## config.mk

```make
export PLATFORM = sky130hd
export DESIGN_NAME = alu_cmd_issuer
export DESIGN_NICKNAME = d
export VERILOG_FILES = /design/src/rtl/alu_cmd_issuer.sv
export SDC_FILE = /design/constraint.sdc
export NUM_CORES = 1
export LEC_CHECK = 0
export ABC_AREA = 0
export CORE_MARGIN = 3
export CORE_UTILIZATION = 40
export CTS_BUF_LIST = sky130_fd_sc_hd__clkbuf_4
export CTS_CLUSTER_SIZE = 10
export DETAILED_ROUTE_END_ITERATION = 7
export PLACE_DENSITY = 0.69
export SLEW_MARGIN = 20
export SYNTH_ARGS = -nofsm -noshare
export SYNTH_HDL_FRONTEND = slang
export SYNTH_SLANG_ARGS = --single-unit
```

## constraint.sdc

```tcl
create_clock -name clk -period 5.05 [get_ports clk]
set_input_delay 0.7575 -clock clk [delete_from_list [all_inputs] [get_ports clk]]
set_output_delay 0.7575 -clock clk [all_outputs]
set_load 0.05 [all_outputs]
```

## src/rtl/alu_cmd_issuer.sv

```systemverilog
// Queues ALU commands and presents them one at a time, then waits one settle cycle and checks for overflow.
// Define ALU_CMD_FIFO_EN for a DEPTH-entry command FIFO; otherwise a single holding register is used.
module alu_cmd_issuer #(
    parameter int WIDTH = 8,
    parameter int DEPTH = 4
) (
    input  logic             clk,
    input  logic             rst,
    input  logic             cmd_valid,
    output logic             cmd_ready,
    input  logic [2:0]       cmd_op,
    input  logic [1:0]       cmd_mode,
    input  logic [WIDTH-1:0] cmd_a,
    input  logic [WIDTH-1:0] cmd_b,
    output logic [2:0]       in_selector,
    output logic [6:0]       out_selector,
    output logic [WIDTH-1:0] num1,
    output logic [WIDTH-1:0] num2,
    output logic             issue,
    input  logic             alu_overflow,
    input  logic             err_clr,
    output logic             err,
    output logic             busy,
    output logic             cmd_drop
);

    typedef enum logic [1:0] {S_IDLE, S_ISSUE, S_SETTLE, S_ERR} state_t;

    state_t           state_q;
    logic             push;
    logic             pop;
    logic             head_vld;
    logic [2:0]       head_op;
    logic [1:0]       head_mode;
    logic [WIDTH-1:0] head_a;
    logic [WIDTH-1:0] head_b;

    logic             issue_q, err_q, busy_q, drop_q;
    logic [2:0]       in_sel_q;
    logic [6:0]       out_sel_q;
    logic [WIDTH-1:0] num1_q, num2_q;

    function automatic logic [2:0] mode_sel(input logic [1:0] mode);
        case (mode)
            2'd1:    return 3'b010;
            2'd2:    return 3'b001;
            default: return 3'b100;
        endcase
    endfunction

    assign push = cmd_valid && cmd_ready;
    // Illegal ops are popped too, so the queue never stalls behind them.
    assign pop  = (state_q == S_IDLE) && head_vld;

`ifdef ALU_CMD_FIFO_EN
    localparam int PW = $clog2(DEPTH);
    localparam int CW = PW + 1;

    logic [2:0]       op_mem   [DEPTH];
    logic [1:0]       mode_mem [DEPTH];
    logic [WIDTH-1:0] a_mem    [DEPTH];
    logic [WIDTH-1:0] b_mem    [DEPTH];
    logic [PW-1:0]    wr_ptr_q, rd_ptr_q;
    logic [CW-1:0]    count_q, count_d;

    assign cmd_ready = (count_q < CW'(DEPTH));
    assign head_vld  = (count_q != '0);
    assign head_op   = op_mem[rd_ptr_q];
    assign head_mode = mode_mem[rd_ptr_q];
    assign head_a    = a_mem[rd_ptr_q];
    assign head_b    = b_mem[rd_ptr_q];

    always_comb begin
        count_d = count_q;
        case ({push, pop})
            2'b10:   count_d = count_q + CW'(1);
            2'b01:   count_d = count_q - CW'(1);
            default: count_d = count_q;
        endcase
    end

    always_ff @(posedge clk) begin
        if (rst) begin
            wr_ptr_q <= '0;
            rd_ptr_q <= '0;
            count_q  <= '0;
        end else begin
            if (push) wr_ptr_q <= wr_ptr_q + PW'(1);
            if (pop)  rd_ptr_q <= rd_ptr_q + PW'(1);
            count_q <= count_d;
        end
    end

    always_ff @(posedge clk) begin
        if (push) begin
            op_mem[wr_ptr_q]   <= cmd_op;
            mode_mem[wr_ptr_q] <= cmd_mode;
            a_mem[wr_ptr_q]    <= cmd_a;
            b_mem[wr_ptr_q]    <= cmd_b;
        end
    end
`else
    logic             hold_vld_q;
    logic [2:0]       hold_op_q;
    logic [1:0]       hold_mode_q;
    logic [WIDTH-1:0] hold_a_q, hold_b_q;

    assign cmd_ready = !hold_vld_q;
    assign head_vld  = hold_vld_q;
    assign head_op   = hold_op_q;
    assign head_mode = hold_mode_q;
    assign head_a    = hold_a_q;
    assign head_b    = hold_b_q;

    always_ff @(posedge clk) begin
        if (rst)       hold_vld_q <= 1'b0;
        else if (push) hold_vld_q <= 1'b1;
        else if (pop)  hold_vld_q <= 1'b0;
    end

    always_ff @(posedge clk) begin
        if (push) begin
            hold_op_q   <= cmd_op;
            hold_mode_q <= cmd_mode;
            hold_a_q    <= cmd_a;
            hold_b_q    <= cmd_b;
        end
    end
`endif

    // Outputs are loaded on the edge entering each state so they line up with it.
    always_ff @(posedge clk) begin
        if (rst) begin
            state_q   <= S_IDLE;
            issue_q   <= 1'b0;
            err_q     <= 1'b0;
            busy_q    <= 1'b0;
            drop_q    <= 1'b0;
            in_sel_q  <= 3'b100;
            out_sel_q <= '0;
            num1_q    <= '0;
            num2_q    <= '0;
        end else begin
            issue_q  <= 1'b0;
            drop_q   <= 1'b0;
            in_sel_q <= 3'b100;
            case (state_q)
                S_IDLE: begin
                    if (head_vld) begin
                        if (head_op == 3'd7) begin
                            drop_q <= 1'b1;
                        end else begin
                            state_q   <= S_ISSUE;
                            issue_q   <= 1'b1;
                            busy_q    <= 1'b1;
                            in_sel_q  <= mode_sel(head_mode);
                            out_sel_q <= 7'(1) << head_op;
                            num1_q    <= head_a;
                            num2_q    <= head_b;
                        end
                    end
                end
                S_ISSUE: begin
                    state_q <= S_SETTLE;
                end
                S_SETTLE: begin
                    busy_q <= 1'b0;
                    if (alu_overflow) begin
                        state_q <= S_ERR;
                        err_q   <= 1'b1;
                    end else begin
                        state_q <= S_IDLE;
                    end
                end
                S_ERR: begin
                    if (err_clr) begin
                        state_q <= S_IDLE;
                        err_q   <= 1'b0;
                    end
                end
                default: state_q <= S_IDLE;
            endcase
        end
    end

    assign issue        = issue_q;
    assign err          = err_q;
    assign busy         = busy_q;
    assign cmd_drop     = drop_q;
    assign in_selector  = in_sel_q;
    assign out_selector = out_sel_q;
    assign num1         = num1_q;
    assign num2         = num2_q;

endmodule

```

Word-level counts from Yosys, hierarchy flattened:

Index checks and enable logic that the tools add are counted.

* input port bits: 26
* word-level logic and storage cells: 57
* register bits: 54
* output and inout bits: 31

* muxes and demuxes: 16
* equality and inequality tests: 10
* shift-type cells: 1
* reduce and logical (&&, ||, !) cells: 13
* bitwise gates (word level): 3

Operator list (number)
* $reduce_and A3 Y1: 4
* $mux W1: 8
* $mux W2: 4
* $ne A2 B2 Y1 const B: 4
* $pmux W2 S4: 1
* $shl A1 B3 Y7 const A: 1
* $eq A2 B2 Y1 const B: 3
* $pmux W3 S2: 1
* $reduce_bool A2 Y1: 3
* $eq A2 B1 Y1 const B: 2
* $pmux W1 S2: 2
* $reduce_or A4 Y1: 1
* $eq A3 B3 Y1 const B: 1
* $not A1 Y1: 3
* $reduce_or A3 Y1: 1
* $logic_and A1 B1 Y1: 2
* $logic_not A2 Y1: 1
* $logic_not A1 Y1: 1

Logic depth before layout (Yosys ltp):

* depth in word-level cells: 4
* depth in mapped cells: 6
* mapped depth without buffers: 3

Worst setup path after synthesis:

Ideal clock, no wire load.

* kind: input to register
* start: input port cmd_valid
* end: register hold_a_q[0], in the netlist head_a[0], enable pin
* arrival time: 1.735 ns
* buffers on the path: 0
* stages: 1
* setup time: 0.401 ns
* setup slack: 2.914 ns
* required time: 4.649 ns
* cell sequence: nor2b_1

* longest elaborated chain between the ends: 1

RTL lines
* start: declaration: RTL line 9 `input logic cmd_valid,`
* $logic_and A1 B1 Y1: RTL line 51 `assign push = cmd_valid && cmd_ready;`
* end signal: assignment: RTL line 125 `hold_a_q <= cmd_a;`
* end: declaration: RTL line 106 `logic [WIDTH-1:0] hold_a_q, hold_b_q;`

No other way between the ends.
A chain may end at the register's enable or synchronous reset.

Final worst setup path:

* start: register hold_vld_q, in the netlist head_vld
* end: output port cmd_ready

* longest elaborated chain between the ends: 1

RTL lines
* start: declaration: RTL line 103 `logic hold_vld_q;`
* start signal: assignment: RTL line 116 `if (rst) hold_vld_q <= 1'b0;`
* start signal: assignment: RTL line 117 `else if (push) hold_vld_q <= 1'b1;`
* start signal: assignment: RTL line 118 `else if (pop) hold_vld_q <= 1'b0;`
* $logic_not A1 Y1: RTL line 108 `assign cmd_ready = !hold_vld_q;`
* end: declaration: RTL line 10 `output logic cmd_ready,`

No other way between the ends.

==> impl_results.md <==
- Area post-placement: 2501 um2
- Pin count of the biggest net entering global routing: 33
- Worst Hold Class: register to register
- Hold Violations, Final: 0
- Vias in the first global route: 1,283
- ANT nets after route: 0
- ANT cells: 0
- Final #Nets: 248
- Max-Cap Viols: 0
- Distinct cells, synth: 31
- Worst path required time: 4.29 ns
- Most common cell after layout, fill and taps aside: clkdlybuf4s50_1
- CP Max Fanout: 5
- FF-to-FF setup slack: 2.96 ns
- Status: completed
- Post-Layout Inst Area: 2545 um2
- Min-Delay Endpoint: busy$_SDFFE_PP0P_
- # placed instances: 265
- Drt pass-1 iters: 4
- Port bufs: 56
- Num ports: 57
- Post-CTS Setup Bufs: 0
- Detailed-route wire length: 3835 um
- CP Launch Type: register
- Grt total ovfl: 0
- Worst r2r src: head_vld$_SDFFE_PP0P_
- Initial antenna violation count: 0
- Critical path data arrival time: 1.61 ns
- Die width: 75.65 um
- WHS: 0.4894 ns
- FF-to-FF End: in_selector[2]$_SDFF_PP1_
- #FFs+latches synth: 54
- Root Buffer: clkbuf_4
- Fin crit period: 2.364 ns
- First-pass GRT wire length: 6072 um
- Die Height: 75.65 um
- GP Congestion: 0.7396
- Post-Syn Area per Cell: 11.48 um2
- Share of cells above drive strength 1: 4.525%
- Area growth, synth to finish: 31.14%
- CP Class: register to output pin
- Setup crit end kind: output pin
- Power Density: 326.0 nW/um2
- Unrepaired setup endpoints after global routing: false
- Initial core utilization: 43.08%
- Cell leakage power: 0.0008799 uW
- Slowest CP cell: clkdlybuf4s50_1
- Final Power: 829.6 uW
- Setup Viol. Count Final: 0
- Hpwl dp: 2535 um
- H-tree depth reported by CTS: 2
- Maximum vdd drop: 0.1961 mV
- Worst path max stage delay: 0.79 ns
- Setup_tns: 0 ns
- Clock buffer depth: 2
- Post-Syn Nets: 197
- Die footprint: 5723 um2
- Worst hold stages: 2
- Cells on worst reg2reg path: 3
- Critical Path, Cell by Cell: inv_1 > clkdlybuf4s50_1
- Cts hold-fix bufs: 0
- Most frequent cells in the layout: 55 x clkdlybuf4s50_1, 33 x dfxtp_1, 22 x a21oi_1
- Residual DRC: 0
- Max_slew headroom: 29.42%
- Gr usage total: 14.26%
- DR vias/cell: 5.194
- Post-cts resize count: 0
- Max-slew violation count: 0
- Fmax: 423.1 MHz
- Num CTS Buffers: 5
- DR WL/cell: 14.05 um
- Via count: 1,418
- Hold_sp: busy$_SDFFE_PP0P_
- Clk_skew: 0.007968 ns
- Synth Cell Area: 1941 um2
- 1st-iter DRT viols: 113
- Post-synthesis sequential area ratio: 66.54%
- CP delay by family, top: buffers and inverters
- Non-Filler Instances: 273
- Core area: 4504 um2
- Synth Warn #: 0
- Final worst-path cycle share: 46.81%
- Row count: 24
- CTS tree: built
- Worst Path Buf+Inv: 2
- Reg clk slew, reported paths: 0.14 ns
- CTS sink count: 54
- Least-Margin Pin Slew: 1.054 ns
- Clock Latency Late Sink: 0.37 ns
- Cells after Synth: 169
==> cells by family (layout without fill, tap and decap cells) <==
family,count (synthesis),after routing,share of synthesized area [%]
flip-flops,54,54,66.54
AND/OR/NAND/NOR,42,42,11.67
buffers and inverters,21,73,5.222
AO/OA/AOI/OAI,50,50,15.28
adder cells (fa/ha/maj),2,2,1.289
==> flip-flops by register name (all words and copies together) (netlist names) <==
signal        count
out_selector      7
issue             1
cmd_drop          1
num2              8
busy              1
head_b            8
head_op           3
head_a            8
head_vld          1
state_q           2
err               1
in_selector       3
head_mode         2
num1              8
==> final cells by class <==
class                   instances  area, um2
well taps                      52      65.06
multi-input cells              94      550.5
clock inverters                 3      11.26
repair buffers                 56      555.5
flip-flops and latches         54       1291
clock buffers                   5      37.54
fillers                       403       1959
inverters                       9      33.78
==> per-stage QoR <==
step	utilization [%]	setup WS [ns]
global placement	55.53	2.291
global route	56.50	2.610
CTS	56.61	2.662
floorplan	-	2.914
finish	56.50	2.686
detailed placement	55.53	2.306
==> worst max path at each step <==
stage / cells past startpoint / startpoint / endpoint
after floorplan: 1 / cmd_valid / head_a[0]$_DFFE_PP_
after CTS: 2 / head_vld$_SDFFE_PP0P_ / cmd_ready
after detailed placement: 3 / rst / out_selector[4]$_SDFFE_PP0P_
after global placement: 3 / rst / out_selector[4]$_SDFFE_PP0P_
final: 2 / head_vld$_SDFFE_PP0P_ / cmd_ready
after global routing: 2 / head_vld$_SDFFE_PP0P_ / cmd_ready
==> worst min-delay path, cell delays in order (launching register included) <==
cell	delay (ns)
dfxtp_1	0.33
o21ai_0	0.06
a21oi_1	0.06
==> per-layer routing <==
metal  part of all wire (%)  GRT usage, %  wire [um]
met2                     47         22.05       1784
met4                    1.0         3.495         40
met3                    8.7         5.013        333
met1                     44         19.31       1677
met5                      0             0          0
==> power by group <==
group / internal, uW / leakage, uW / total [uW] / switching, uW
registers: 482 / 0.000470 / 498 / 16.2
clock network: 50.0 / 0.0000277 / 176 / 126
logic: 57.3 / 0.000382 / 156 / 98.4
total: 589 / 0.000880 / 830 / 240
==> synth_stat cells <==
cell type   n  share of area [%]
a21oi_1    22                5.7
a32o_1      1               0.52
nand3_1    18                4.6
edfxtp_1   21                 32
or3_1       1               0.32
nor2b_1     1               0.32
o21ai_1     8                2.1
o32ai_1     1               0.45
and3_1      3               0.97
o211ai_1    1               0.39
a221oi_1    1               0.45
clkbuf_2    1               0.26
a2bb2oi_1   1               0.45
clkbuf_1    4               0.77
o211ai_2    2                1.3
o21ai_0     9                2.3
o41ai_1     2               0.90
a211oi_1    2               0.77
buf_2       5                1.3
nor2_1      4               0.77
nand2_1     8                1.5
inv_1       9                1.7
or3b_1      1               0.45
nor3b_4     1               0.97
nand3b_1    1               0.39
nor4b_1     1               0.45
buf_6       2                1.2
nor3_1      2               0.52
dfxtp_1    33                 34
ha_1        2                1.3
nand2b_1    1               0.32
Power figures use the tool's default switching activity.
